[src/rtl/ssd_pkg.sv]
// Shared constants and helpers for the seven-segment scan driver.
package ssd_pkg;

    // All segments off (active-low drive).
    localparam logic [6:0] SEG_BLANK = 7'h7F;

    // Active-low hex font, bit6 = g ... bit0 = a, indexed by nibble value.
    localparam logic [6:0] FONT [16] = '{
        7'h40, 7'h79, 7'h24, 7'h30,
        7'h19, 7'h12, 7'h02, 7'h78,
        7'h00, 7'h10, 7'h08, 7'h03,
        7'h46, 7'h21, 7'h06, 7'h0E
    };

    // Translate one hex nibble into its active-low segment pattern.
    function automatic logic [6:0] hex_to_seg(input logic [3:0] nibble);
        return FONT[nibble];
    endfunction

endpackage

[src/rtl/ssd_scan_timer.sv]
// Slot prescaler and digit index for the scan driver. The frame tick is
// combinational here; the top level registers it onto the output pin.
module ssd_scan_timer
    import ssd_pkg::*;
#(
    parameter int NUM_DIGITS  = 4,
    parameter int REFRESH_DIV = 50000,
    parameter int PW          = $clog2(REFRESH_DIV),
    parameter int IW          = (NUM_DIGITS > 1) ? $clog2(NUM_DIGITS) : 1
) (
    input  logic          clk_i,
    input  logic          rst_ni,
    input  logic          enable_i,
    output logic [PW-1:0] presc_o,
    output logic [IW-1:0] idx_o,
    output logic          frame_tick_o
);

    logic [PW-1:0] presc_q, presc_d;
    logic [IW-1:0] idx_q, idx_d;
    logic          term_s;

    // Next-state for prescaler and digit index; both freeze while disabled.
    always_comb begin
        presc_d = presc_q;
        idx_d   = idx_q;
        term_s  = (presc_q == PW'(REFRESH_DIV - 1));
        if (enable_i) begin
            if (term_s) begin
                presc_d = '0;
                if (idx_q == IW'(NUM_DIGITS - 1)) begin
                    idx_d = '0;
                end else begin
                    idx_d = idx_q + IW'(1);
                end
            end else begin
                presc_d = presc_q + PW'(1);
            end
        end else begin
            presc_d = presc_q;
            idx_d   = idx_q;
        end
    end

    // Timer state registers.
    always_ff @(posedge clk_i or negedge rst_ni) begin
        if (!rst_ni) begin
            presc_q <= '0;
            idx_q   <= '0;
        end else begin
            presc_q <= presc_d;
            idx_q   <= idx_d;
        end
    end

    assign presc_o      = presc_q;
    assign idx_o        = idx_q;
    assign frame_tick_o = enable_i & term_s & (idx_q == IW'(NUM_DIGITS - 1));

endmodule

[src/rtl/ssd_scan_driver.sv]
// Time-multiplexed common-anode seven-segment driver with ghost blanking,
// leading-zero suppression and per-digit decimal points. All pins registered.
module ssd_scan_driver
    import ssd_pkg::*;
#(
    parameter int NUM_DIGITS   = 4,
    parameter int REFRESH_DIV  = 50000,
    parameter int BLANK_CYCLES = 2
) (
    input  logic                    clk,
    input  logic                    rst_n,
    input  logic                    enable,
    input  logic                    load,
    input  logic [4*NUM_DIGITS-1:0] value,
    input  logic [NUM_DIGITS-1:0]   dp_in,
    input  logic                    blank_lz,
    output logic [6:0]              seg_n,
    output logic                    dp_n,
    output logic [NUM_DIGITS-1:0]   an_n,
    output logic                    frame_done
);

    localparam int PW = $clog2(REFRESH_DIV);
    localparam int IW = (NUM_DIGITS > 1) ? $clog2(NUM_DIGITS) : 1;

    logic [4*NUM_DIGITS-1:0] val_q;
    logic [NUM_DIGITS-1:0]   dp_q;
    logic                    lz_q;

    logic [PW-1:0]           presc_s;
    logic [IW-1:0]           idx_s;
    logic                    frame_tick_s;

    logic [NUM_DIGITS-1:0]   lz_blank_s;
    logic                    zero_run_s;
    logic [3:0]              nib_s;
    logic                    dp_sel_s;
    logic                    blank_sel_s;

    logic [6:0]              seg_q, seg_d;
    logic                    dp_n_q, dp_n_d;
    logic [NUM_DIGITS-1:0]   an_q, an_d;
    logic                    fd_q, fd_d;

    ssd_scan_timer #(
        .NUM_DIGITS  (NUM_DIGITS),
        .REFRESH_DIV (REFRESH_DIV),
        .PW          (PW),
        .IW          (IW)
    ) u_timer (
        .clk_i        (clk),
        .rst_ni       (rst_n),
        .enable_i     (enable),
        .presc_o      (presc_s),
        .idx_o        (idx_s),
        .frame_tick_o (frame_tick_s)
    );

    // Shadow registers capture a new display image on load, regardless of enable.
    always_ff @(posedge clk or negedge rst_n) begin
        if (!rst_n) begin
            val_q <= '0;
            dp_q  <= '0;
            lz_q  <= 1'b0;
        end else if (load) begin
            val_q <= value;
            dp_q  <= dp_in;
            lz_q  <= blank_lz;
        end else begin
            val_q <= val_q;
            dp_q  <= dp_q;
            lz_q  <= lz_q;
        end
    end

    // Leading-zero mask: walk from the top digit down while nibbles stay zero.
    always_comb begin
        zero_run_s = 1'b1;
        lz_blank_s = '0;
        for (int i = NUM_DIGITS - 1; i >= 0; i--) begin
            zero_run_s = zero_run_s & (val_q[4*i +: 4] == 4'h0);
            if (i > 0) begin
                lz_blank_s[i] = lz_q & zero_run_s;
            end else begin
                lz_blank_s[i] = 1'b0;
            end
        end
    end

    // Pick the nibble, decimal point and blank flag of the digit being scanned.
    always_comb begin
        nib_s       = 4'h0;
        dp_sel_s    = 1'b0;
        blank_sel_s = 1'b0;
        for (int i = 0; i < NUM_DIGITS; i++) begin
            if (idx_s == IW'(i)) begin
                nib_s       = val_q[4*i +: 4];
                dp_sel_s    = dp_q[i];
                blank_sel_s = lz_blank_s[i];
            end else begin
                nib_s       = nib_s;
            end
        end
    end

    // Next pin values: dark when disabled or inside the anti-ghost window.
    always_comb begin
        seg_d  = SEG_BLANK;
        dp_n_d = 1'b1;
        an_d   = '1;
        fd_d   = 1'b0;
        if (enable) begin
            fd_d = frame_tick_s;
            if (presc_s >= PW'(BLANK_CYCLES)) begin
                for (int i = 0; i < NUM_DIGITS; i++) begin
                    an_d[i] = (idx_s != IW'(i));
                end
                dp_n_d = ~dp_sel_s;
                if (blank_sel_s) begin
                    seg_d = SEG_BLANK;
                end else begin
                    seg_d = hex_to_seg(nib_s);
                end
            end else begin
                seg_d = SEG_BLANK;
            end
        end else begin
            fd_d = 1'b0;
        end
    end

    // Output registers.
    always_ff @(posedge clk or negedge rst_n) begin
        if (!rst_n) begin
            seg_q  <= SEG_BLANK;
            dp_n_q <= 1'b1;
            an_q   <= '1;
            fd_q   <= 1'b0;
        end else begin
            seg_q  <= seg_d;
            dp_n_q <= dp_n_d;
            an_q   <= an_d;
            fd_q   <= fd_d;
        end
    end

    assign seg_n      = seg_q;
    assign dp_n       = dp_n_q;
    assign an_n       = an_q;
    assign frame_done = fd_q;

endmodule

[config.mk]
export PLATFORM = sky130hd
export DESIGN_NAME = ssd_scan_driver
export DESIGN_NICKNAME = d
export VERILOG_FILES = /design/src/rtl/ssd_pkg.sv /design/src/rtl/ssd_scan_timer.sv /design/src/rtl/ssd_scan_driver.sv
export SDC_FILE = /design/constraint.sdc
export NUM_CORES = 1
export LEC_CHECK = 0
export CAP_MARGIN = 20
export CELL_PAD_IN_SITES_DETAIL_PLACEMENT = 1
export CELL_PAD_IN_SITES_GLOBAL_PLACEMENT = 2
export CORE_MARGIN = 1
export CORE_UTILIZATION = 36
export DETAILED_ROUTE_END_ITERATION = 10
export PLACE_DENSITY_LB_ADDON = 0.3
export SYNTH_ARGS = -nofsm -noshare
export SYNTH_HDL_FRONTEND = slang
export SYNTH_SLANG_ARGS = --single-unit
export TNS_END_PERCENT = 10
[constraint.sdc]
create_clock -name clk -period 3.1 [get_ports clk]
set_input_delay 0.31 -clock clk [delete_from_list [all_inputs] [get_ports clk]]
set_output_delay 0.31 -clock clk [all_outputs]
set_load 0.02 [all_outputs]
==> flow_metrics.tcl <==
set metrics [dict create \
    pin_count 38 \
    crit_path_cell_trace "ha_1 -> a211oi_1 -> a211oi_2 -> inv_1 -> ha_1 -> o211ai_1 -> o211ai_2" \
    synth_area_leaders "dfrtp_1, dfstp_2, mux2_2" \
    postCtsSetupRepairBufs 0 \
    arrival_ns 2.73 \
    grt_start_max_net_pins 46 \
    routed_wl_mm 5.732 \
    slew_headroom_pct 38.58 \
    setup_viol 0 \
    design_area_sq_um 3226 \
    yosysMostFrequentCell "dfrtp_1" \
    yosysWarnings 0 \
    synth.distinct_cells 48 \
    htree_levels 2 \
    synth_top_cell_by_area "dfrtp_1" \
    cts_root_buf "clkbuf_8" \
    synthArstFlopShare_pct 100.0 \
    max_freq_ghz 0.3995 \
    dpl-instance-area_sq_um 3099 \
    utilization_pct 46.45 \
    cp_slowest_stage_delay_ns 0.58 \
    vias 1845 \
    cts_sinks 52 \
    avgSynthCellArea_sq_um 11.45 \
    hp-class "in -> async" \
    first_global_vias 1873 \
    cpMaxStageDelayCell "ha_1" \
    cp_max_fo 18 \
    post_drt_via_cell_ratio 5.014 \
    finalCritPeriodShare_pct 80.74 \
    die_w_um 87.90 \
    cp.required_ns 3.33 \
    synth_cells 232 \
    crit_buf_inv 1 \
    cp_top_family "compound AO/OA/AOI/OAI gates" \
    die-area_sq_um 7726 \
    slew_viol_final 0 \
    grt_overflow 0 \
    finalClockSkew_ns 0.005404 \
    synth_top_area_share_pct 37.68 \
    hold_viol 0 \
    crit_path_start_kind "flip-flop" \
    finalSetupTns_ns 0 \
    io_buffers 37 \
    synthToLayoutAreaGrowth_pct 21.43 \
    grt_pass1_wl_mm 9.708 \
    fill_cells 768 \
    p_per_area_nw_per_um2 484.0 \
    wl_per_cell_um 15.58 \
    critPathKind "reg -> reg" \
    drv_cap 0 \
    antenna_cells 0 \
    clk-insertion-delay-late_ns 0.31 \
    hpwl_mm 4.165 \
    ant_nets 0 \
    grt_antenna_before_repair 0 \
    yosys-top-cells-count "dfrtp_1, nand2_1, mux2_2" \
    drt_first_pass_iters 4 \
    synth.ff_latch_count 52 \
    timing.final.crit_period_ns 2.503 \
    worst_pin_slew_ns 0.9185 \
    synth_area_sq_um 2656 \
    die_height_um 87.90 \
    ys_seq_area_share_pct 49.55 \
    ir_worst_vdd_uv 198.3 \
    drive_gt1_share_pct 20.22 \
    grt_use_total_pct 16.71 \
    first_iter_violations 74 \
    drc 0 \
    cts_tree "done" \
    leakage_uw 0.001375 \
    core_sq_um 6944 \
    gp_congestion 0.7281 \
    rows 30 \
    start_util_pct 38.25 \
    outcome "finished, final reports clean" \
    cts_buffer_depth 2 \
    cts_buffers 5 \
    clk_pin_slew_ns 0.10 \
    crit_top_cell "ha_1" \
    rsz0062_at_grt "false" \
    synth_nets 269 \
    crit_path_end_kind "flip-flop" \
    synth-edff-count 0 \
    synthFlopType "dfrtp_1" \
    nets 308 \
]
## per-layer routing
metal | track usage [%] | routed length (um)
met1 | 23.46 | 2819
met2 | 26.00 | 2660
met3 | 3.205 | 176
met4 | 5.365 | 74
met5 | 0 | 0
## per-stage QoR
stage,hold slack [ns],setup WS (ns),cells,power [uW]
final,0.3757,0.5970,368,1561
after global routing,0.3807,0.3289,368,1649
after CTS,0.2012,0.5790,366,1583
after detailed placement,0.4940,0.6169,358,1156
after global placement,0.4874,0.7353,358,1149
after floorplan,0.01441,0.9671,232,1025
## state kept, by name, summed over array words and instances (netlist names)
name,count
lz_q,1
val_q,16
frame_done,1
dp_q,4
dp_n,1
u_timer.presc_o,16
seg_n,7
an_n,4
u_timer.idx_o,2
## kinds of logic (layout without fill, tap and decap cells)
family	Yosys count	in the layout	synth area share [%]
AOI/OAI and AO/OA	29	29	9.562
xor gates and xnor gates	13	13	4.286
adders and majority gates	12	12	5.652
buffers and inverters	15	55	3.015
DFF	52	52	49.55
muxes	25	25	10.46
and+or+nand+nor	86	86	17.48
## power breakdown
| part | switching, uW | total, uW | leakage [uW] | internal [uW] |
|---|---|---|---|---|
| combinational | 142 | 300 | 0.000712 | 158 |
| sequential | 83.8 | 845 | 0.000611 | 761 |
| clock | 233 | 416 | 0.0000516 | 183 |
| total | 459 | 1560 | 0.00137 | 1100 |
## area by class of cell
class / instances / area (sq um) / share of cell area [%]
repair buffers: 41 / 410.4 / 12.72
multi-input cells: 165 / 1260 / 39.06
inverters: 6 / 22.52 / 0.6982
well taps: 96 / 120.1 / 3.724
clock inverters: 2 / 13.76 / 0.4267
flip-flops and latches: 52 / 1316 / 40.81
clock buffers: 6 / 82.58 / 2.560
## timing repair
action | CTS | global route
hold buffers | 0 | 1
endpoints found under the hold margin | 0 | 5
gates resized for setup | 0 | 0
## placed cells by master, fill, tap and decap left out, types with 4 or more instances in the layout
cell             count
xor2_1               5
nand4_1              5
mux2_2              22
nand3b_1             4
ha_1                12
clkdlybuf4s50_1     36
nor2b_1              6
clkbuf_8             6
dfrtp_1             40
and3_1               6
nor4_1               5
nor2_1              16
inv_1                6
dfstp_2             12
xnor2_1              8
nand2_1             23
nand3_1              4
## worst paths after layout
path / start / to / slack (ns) / cells after the start
max in group asynchronous: rst_n / an_n[0] / 2.19 / 3
setup reg to reg: u_timer.idx_o[0] / seg_n[3] / 0.60 / 7
min in group clk: u_timer.presc_o[7] / u_timer.presc_o[7] / 0.51 / 1
hold / removal: rst_n / u_timer.presc_o[6] / 0.38 / 2
hold reg to reg: u_timer.presc_o[7] / u_timer.presc_o[7] / 0.51 / 1
setup / recovery: u_timer.idx_o[0] / seg_n[3] / 0.60 / 7
Note: power is estimated with default switching activity, not from simulation.
